`src/rtl/pipe_pkg.sv`:
```
// pipe_pkg: shared constants and helpers for the elastic register pipeline
package pipe_pkg;
  localparam int DEPTH_MIN = 1;
  function automatic int cnt_w(input int depth);
    return $clog2(depth + 1);
  endfunction
endpackage

```
`src/rtl/pipe_stage.sv`:
```
// pipe_stage: one elastic register stage; data only moves with a valid item
module pipe_stage #(
  parameter int WIDTH = 8
) (
  input  logic             clk,
  input  logic             rst_n,
  input  logic             flush,
  input  logic             load,
  input  logic             in_v,
  input  logic [WIDTH-1:0] in_d,
  output logic             v,
  output logic [WIDTH-1:0] d
);
  always_ff @(posedge clk or negedge rst_n)
    if (!rst_n) begin
      v <= 1'b0;
      d <= '0;
    end else begin
      v <= flush ? 1'b0 : load ? in_v : v;
      if (!flush && load && in_v) d <= in_d;
    end
endmodule

```
`src/rtl/pipe_n_vr.sv`:
```
// pipe_n_vr: N-stage valid/ready elastic pipeline; PIPE_OCCUPANCY_EN adds the occupancy count port
module pipe_n_vr
  import pipe_pkg::*;
#(
  parameter int WIDTH = 8,
  parameter int DEPTH = 4
) (
  input  logic             clk,
  input  logic             rst_n,
  input  logic             flush,
  input  logic             in_valid,
  input  logic [WIDTH-1:0] in_data,
  output logic             in_ready,
  output logic             out_valid,
  output logic [WIDTH-1:0] out_data,
  input  logic             out_ready
`ifdef PIPE_OCCUPANCY_EN
  ,
  output logic [cnt_w(DEPTH)-1:0] occupancy
`endif
);
  logic [DEPTH:0]            cv;
  logic [DEPTH:0][WIDTH-1:0] cd;
  logic [DEPTH-1:0]          r;
  if (DEPTH < DEPTH_MIN) begin : g_bad_depth
    $error("pipe_n_vr: DEPTH must be at least %0d", DEPTH_MIN);
  end
  assign cv[0] = in_valid;
  assign cd[0] = in_data;
  for (genvar g = 0; g < DEPTH; g++) begin : g_stage
    // A stage can take an item if any stage from here to the output is free, or the output drains.
    assign r[g] = ~&cv[DEPTH:g+1] | out_ready;
    pipe_stage #(.WIDTH(WIDTH)) u_stage (
      .clk  (clk),
      .rst_n(rst_n),
      .flush(flush),
      .load (r[g]),
      .in_v (cv[g]),
      .in_d (cd[g]),
      .v    (cv[g+1]),
      .d    (cd[g+1])
    );
  end
  assign in_ready  = r[0] && !flush;
  assign out_valid = cv[DEPTH];
  assign out_data  = cd[DEPTH];
`ifdef PIPE_OCCUPANCY_EN
  localparam int CW = cnt_w(DEPTH);
  logic in_xfer, out_xfer;
  assign in_xfer  = in_valid && in_ready;
  assign out_xfer = out_valid && out_ready;
  always_ff @(posedge clk or negedge rst_n)
    if (!rst_n) occupancy <= '0;
    else occupancy <= flush ? '0 : occupancy + CW'(in_xfer) - CW'(out_xfer);
`endif
endmodule

```
`config.mk`:
```
export PLATFORM = sky130hd
export DESIGN_NAME = pipe_n_vr
export DESIGN_NICKNAME = d
export VERILOG_FILES = /design/src/rtl/pipe_pkg.sv /design/src/rtl/pipe_stage.sv /design/src/rtl/pipe_n_vr.sv
export SDC_FILE = /design/constraint.sdc
export NUM_CORES = 1
export LEC_CHECK = 0
export CORE_AREA = 3 3 43 83
export DETAILED_ROUTE_END_ITERATION = 12
export DIE_AREA = 0 0 46 86
export GPL_TIMING_DRIVEN = 0
export PLACE_DENSITY = 0.73
export SYNTH_ARGS = -nofsm -noshare
export SYNTH_HDL_FRONTEND = slang
export SYNTH_SLANG_ARGS = --single-unit
```
`constraint.sdc`:
```
create_clock -name clk -period 2.15 [get_ports clk]
set_clock_uncertainty 0.1 [all_clocks]
set_input_delay 0.43 -clock clk [delete_from_list [all_inputs] [get_ports clk]]
set_output_delay 0.43 -clock clk [all_outputs]
set_load 0.02 [all_outputs]
```
# Word level (Yosys, flattened, before mapping)
# Cells that the tools add are included.
dict set report op_classes {
  n_reduce_logical 20
  n_mux 8
  n_bitwise 4
}
# cell n
set op_table {}
lappend op_table {{$logic_and 1x1->1} 8}
lappend op_table {{$mux 1} 8}
lappend op_table {{$reduce_bool 2->1} 4}
lappend op_table {{$logic_not 1->1} 5}
lappend op_table {{$or 1x1->1} 4}
lappend op_table {{$reduce_and 4->1} 1}
lappend op_table {{$reduce_and 3->1} 1}
lappend op_table {{$reduce_and 2->1} 1}
dict set report totals {
  out_inout_bits 10
  elab_cells 40
  reg_bits 36
  input_bits 13
}

# Depth between registers and ports, before layout
dict set report depth {
  word_depth 5
  ltp_mapped 5
  ltp_nobuf 3
}

# Cells and area by module
# From an unflattened synthesis, not the netlist that was laid out.
dict set report unflattened {
  hier_cells 86
  hier_area_um2 1445.1
}
# mod seq_area_each_um2 cells_per_inst area_each_um2 n_inst
set modules_own_cells {}
lappend modules_own_cells {pipe_stage 225.2 20 349.1 4}
lappend modules_own_cells {pipe_n_vr 0.0 6 48.8 1}

# Worst setup path before layout
# No wires, ideal clock.
dict set report synth_timing {
  path_kind {reg2reg}
  from {reg g_stage[3].u_stage.v}
  to {reg g_stage[1].u_stage.d[0]}
  required_time_ns 1.925
  path_buffers 2
  arrival_time_ns 1.558
  path_slack_ns 0.366
  period_less_slack_ns 1.784
  stages_incl_launch_ff 6
  setup_time_ns 0.125
  cell_sequence {dfrtp_1 and4b_1 buf_2 or3b_1 buf_6 mux2_4}
}
dict set report synth_between {
  elab_chain_len 5
}
# item line_no
set synth_rtl {}
lappend synth_rtl {{from (decl)} pipe_stage.sv:11} ;# output logic v,
lappend synth_rtl {{from (signal assigned)} pipe_stage.sv:19} ;# v <= flush ? 1'b0 : load ? in_v : v;
lappend synth_rtl {{$reduce_and 3->1} pipe_n_vr.sv:32} ;# assign r[g] = ~&cv[DEPTH:g+1] | out_ready;
lappend synth_rtl {{$logic_not 1->1} pipe_n_vr.sv:32}
lappend synth_rtl {{$or 1x1->1} pipe_n_vr.sv:32}
lappend synth_rtl {{$logic_and 1x1->1 (2 in series)} pipe_stage.sv:20} ;# if (!flush && load && in_v) d <= in_d;
lappend synth_rtl {{to (signal assigned)} pipe_stage.sv:20}
lappend synth_rtl {{to (decl)} pipe_stage.sv:12} ;# output logic [WIDTH-1:0] d
# Every way passes these cells.
# A chain may end at the register's enable or synchronous reset.

# Worst setup path after layout
dict set report layout_timing {
  from {in out_ready}
  to {out in_ready}
}
dict set report layout_between {
  elab_chain_len 2
}
# item line_no
set layout_rtl {}
lappend layout_rtl {{from (decl)} pipe_n_vr.sv:16} ;# input logic out_ready
lappend layout_rtl {{$or 1x1->1} pipe_n_vr.sv:32}
lappend layout_rtl {{$logic_and 1x1->1} pipe_n_vr.sv:44} ;# assign in_ready = r[0] && !flush;
lappend layout_rtl {{to (decl)} pipe_n_vr.sv:13} ;# output logic in_ready,
# Every way passes these cells.

==> out/summary.md <==
• finished, final reports clean — status
• 0 — Yosys warning total
• 36 — synthesis-stage register bit count
• 3956 um^2 — area of the die
• 0.7565 ns — transition at the pin with the smallest max-transition slack
• 1115 nW/um^2 — PwrDens
• 1.58 ns — data arrival time of the critical path
• 86 um — overall die height
• clkdlybuf4s50_1 — slowest cell on the critical path
• 98 — number of instances in the synthesized netlist
• 1723 um^2 — placed inst area
• 1 — number of design-rule violations left by the first detailed-router iteration
• 60.86% — proportion of netlist area held by the largest area contributor
• 0.49 ns — worst stage delay on the critical path
• 0 — final count of pins violating max slew
• dfrtp_1 (61%), mux2_2 (18%), mux2_4 (8.1%) — Synth area leaders
• 0 — maximum capacitance violations
• 111 — synthesized net count
• 1.62 ns — required time worst endpoint
• 1826 um^2 — Layout Cell Area excl Fill
• 5 — largest fanout on the critical path
• 5 — Inserted Clock Buffers
• 0 — final number of hold-violating endpoints
• 49.56% — remaining max-slew budget at the tightest pin
• 13.59% — Global Route Usage Sum
• 1594 um — dpl hpwl
• 3 — first-pass iteration count of the detailed router
• input port to primary output — critical setup path kind
• 777 — via count of the first global-routing pass
• buf_2 — cell occurring most often along the worst timing path
• 23 — number of top-level pins
• 46 um — width of the die
• 2 — number of H-tree branching levels
• 486.7 um^2 — footprint of the multi-input gates
• 23.33% — area growth from synthesis to final layout
• 0.6938 — final weighted congestion in routability-driven placement
• 0.28 ns — clk_lat worst skew
• 2035 uW — total power consumption of the routed design
• 0 — antenna diode count
• 2 — CTS Buffer Depth
• 239 — fill cell count
• 0.0008566 uW — standby leakage power
• 5.070 — number of vias per cell after detailed routing
• clkbuf_8 — root buffer selected by CTS
• 2061 um — aggregate routed wire length
• 474.6 MHz — maximum frequency from static timing analysis
• 16 — Cell variety after synth
• 1480 um^2 — Post-Synthesis Cell Area
• built — CTS tree
• buffers and inverters — cell family with most CP delay
• 3 — number of buffer and inverter stages on the critical path
• 684.4 uV — worst IR drop on VDD
• 28 — FP Rows
• input port — Startpoint Class
• 3732 um — first-pass GRT wire length
• 3013 um^2 — Core Footprint
• 0 — final antenna-violating net count
• 37 — maximum number of pins on one net before global-route repair
• 60.86% — sequential-to-total area share from yosys stat
• 0.07 ns — Reg clk slew, reported paths
• 139 — final net count
• primary output — endpoint type of the worst setup path
• 2.107 ns — final critical path time including I/O delays and setup
• 0 — initial antenna violation count
• 900.9 um^2 — Reg area
• dfrtp_1 — library cell with the largest summed area after synthesis
• 13.13 um — average wire per cell in the routed design
• 0 — setup repair bufs after CTS
• clkdlybuf4s50_1, and4b_1, buf_2, a21oi_1, buf_2 — cell chain of the critical path
• 21 — # port buffers
• 15.10 um^2 — post-synthesis average cell area
• 0 — Setup violations, final
• input port to async pin — kind of path behind the tightest hold check
• 0 — total overflow reported by the global router
• false — setup repair after global routing missed its margin
• 36 — number of clock sinks seen by CTS
• 42.52% — fraction of layout cells with a size suffix above 1
• 49.13% — initial core utilization
• 0 — DRC Markers
• 796 — via total after detailed routing
• 98.01% — final worst-path cycle share
[state kept, by name, indices dropped and copies added (netlist names)]
register,flops
g_stage.u_stage.v,4
g_stage.u_stage.d,32
[Yosys cell counts]
cell type	number
buf_6	1
a21oi_2	1
clkbuf_1	2
dfrtp_1	36
or3b_1	2
mux2_4	8
nand2b_1	1
buf_2	2
a21oi_1	3
inv_1	1
a211o_2	1
mux2_2	24
buf_4	8
nor2b_1	1
nor2_1	6
and4b_1	1
[power breakdown]
part / switching, uW / leakage, uW / internal, uW / total (uW)
Clock: 226 / 0.0000552 / 344 / 569
Combinational: 174 / 0.000357 / 341 / 515
Sequential: 88.4 / 0.000445 / 863 / 951
[through the flow]
step / instances / hold WS [ns] / TNS [ns] / utilization, % / worst slack [ns]
after floorplan: 98 / 0.03441 / 0 / - / 0.3664
after global placement: 149 / 0.3832 / -6.397 / 57.35 / -0.3503
after detailed placement: 149 / 0.3927 / -3.713 / 57.18 / -0.3969
after CTS: 157 / 0.1246 / 0 / 60.59 / 0.04169
after global routing: 157 / 0.1619 / 0 / 60.59 / 0.009299
final: 157 / 0.1107 / 0 / 60.59 / 0.04288
[cells in the final DEF, fill, tap and decap left out, drive strengths merged]
cell	netlist	routed
dfrtp	36	36
mux2	32	32
clkdlybuf4s50	0	19
buf	11	13
clkbuf	2	8
nor2	6	6
a21oi	4	4
or3b	2	2
and4b	1	1
nand2b	1	1
nor2b	1	1
inv	1	1
a211o	1	1
clkinv	0	1
bufinv	0	1
[per-layer routing]
layer  GRT usage (%)  vias to the layer above  wire length, um
met3           5.042                        7               95
li1                -                      384                -
met2           20.23                       20             1146
met4           9.326                        0               72
met5               0                        -                0
met1           15.42                      385              746
[worst paths after layout]
check / startpoint / depth (start not counted) / end / slack, ns
setup / recovery: out_ready / 5 / in_ready / 0.04
hold / removal: rst_n / 1 / g_stage[3].u_stage.d[2] / 0.11
setup reg to reg: g_stage[2].u_stage.v / 5 / g_stage[1].u_stage.d[2] / 0.35
hold reg to reg: g_stage[0].u_stage.d[6] / 1 / g_stage[1].u_stage.d[6] / 0.40
max in group asynchronous: rst_n / 1 / g_stage[0].u_stage.d[3] / 1.36
min in group clk: flush / 2 / g_stage[1].u_stage.v / 0.30
[final cells by class]
type | instances | share of cell area [%]
flip-flops and latches | 36 | 49.35
plain buffers | 13 | 4.866
inverters | 1 | 0.2056
repair buffers | 21 | 10.97
clock inverters | 2 | 1.919
well taps | 30 | 2.056
clock buffers | 6 | 3.975
multi-input cells | 48 | 26.66
[what timing repair did]
item / in CTS / in global routing
hold buffers: 0 / 0
hold endpoints to repair: 0 / 0
gates resized for setup: 4 / 0
endpoints found under the setup margin: 1 / 0
[logic make-up (layout without fill, tap and decap cells)]
kind of cell / after synthesis / count (layout) / share of synthesized area [%]
flops: 36 / 36 / 60.86
buf+inv: 14 / 43 / 6.255
simple gates: 11 / 11 / 4.227
compound gates: 5 / 5 / 2.282
mux: 32 / 32 / 26.37
Note: power is estimated with default switching activity, not from simulation.
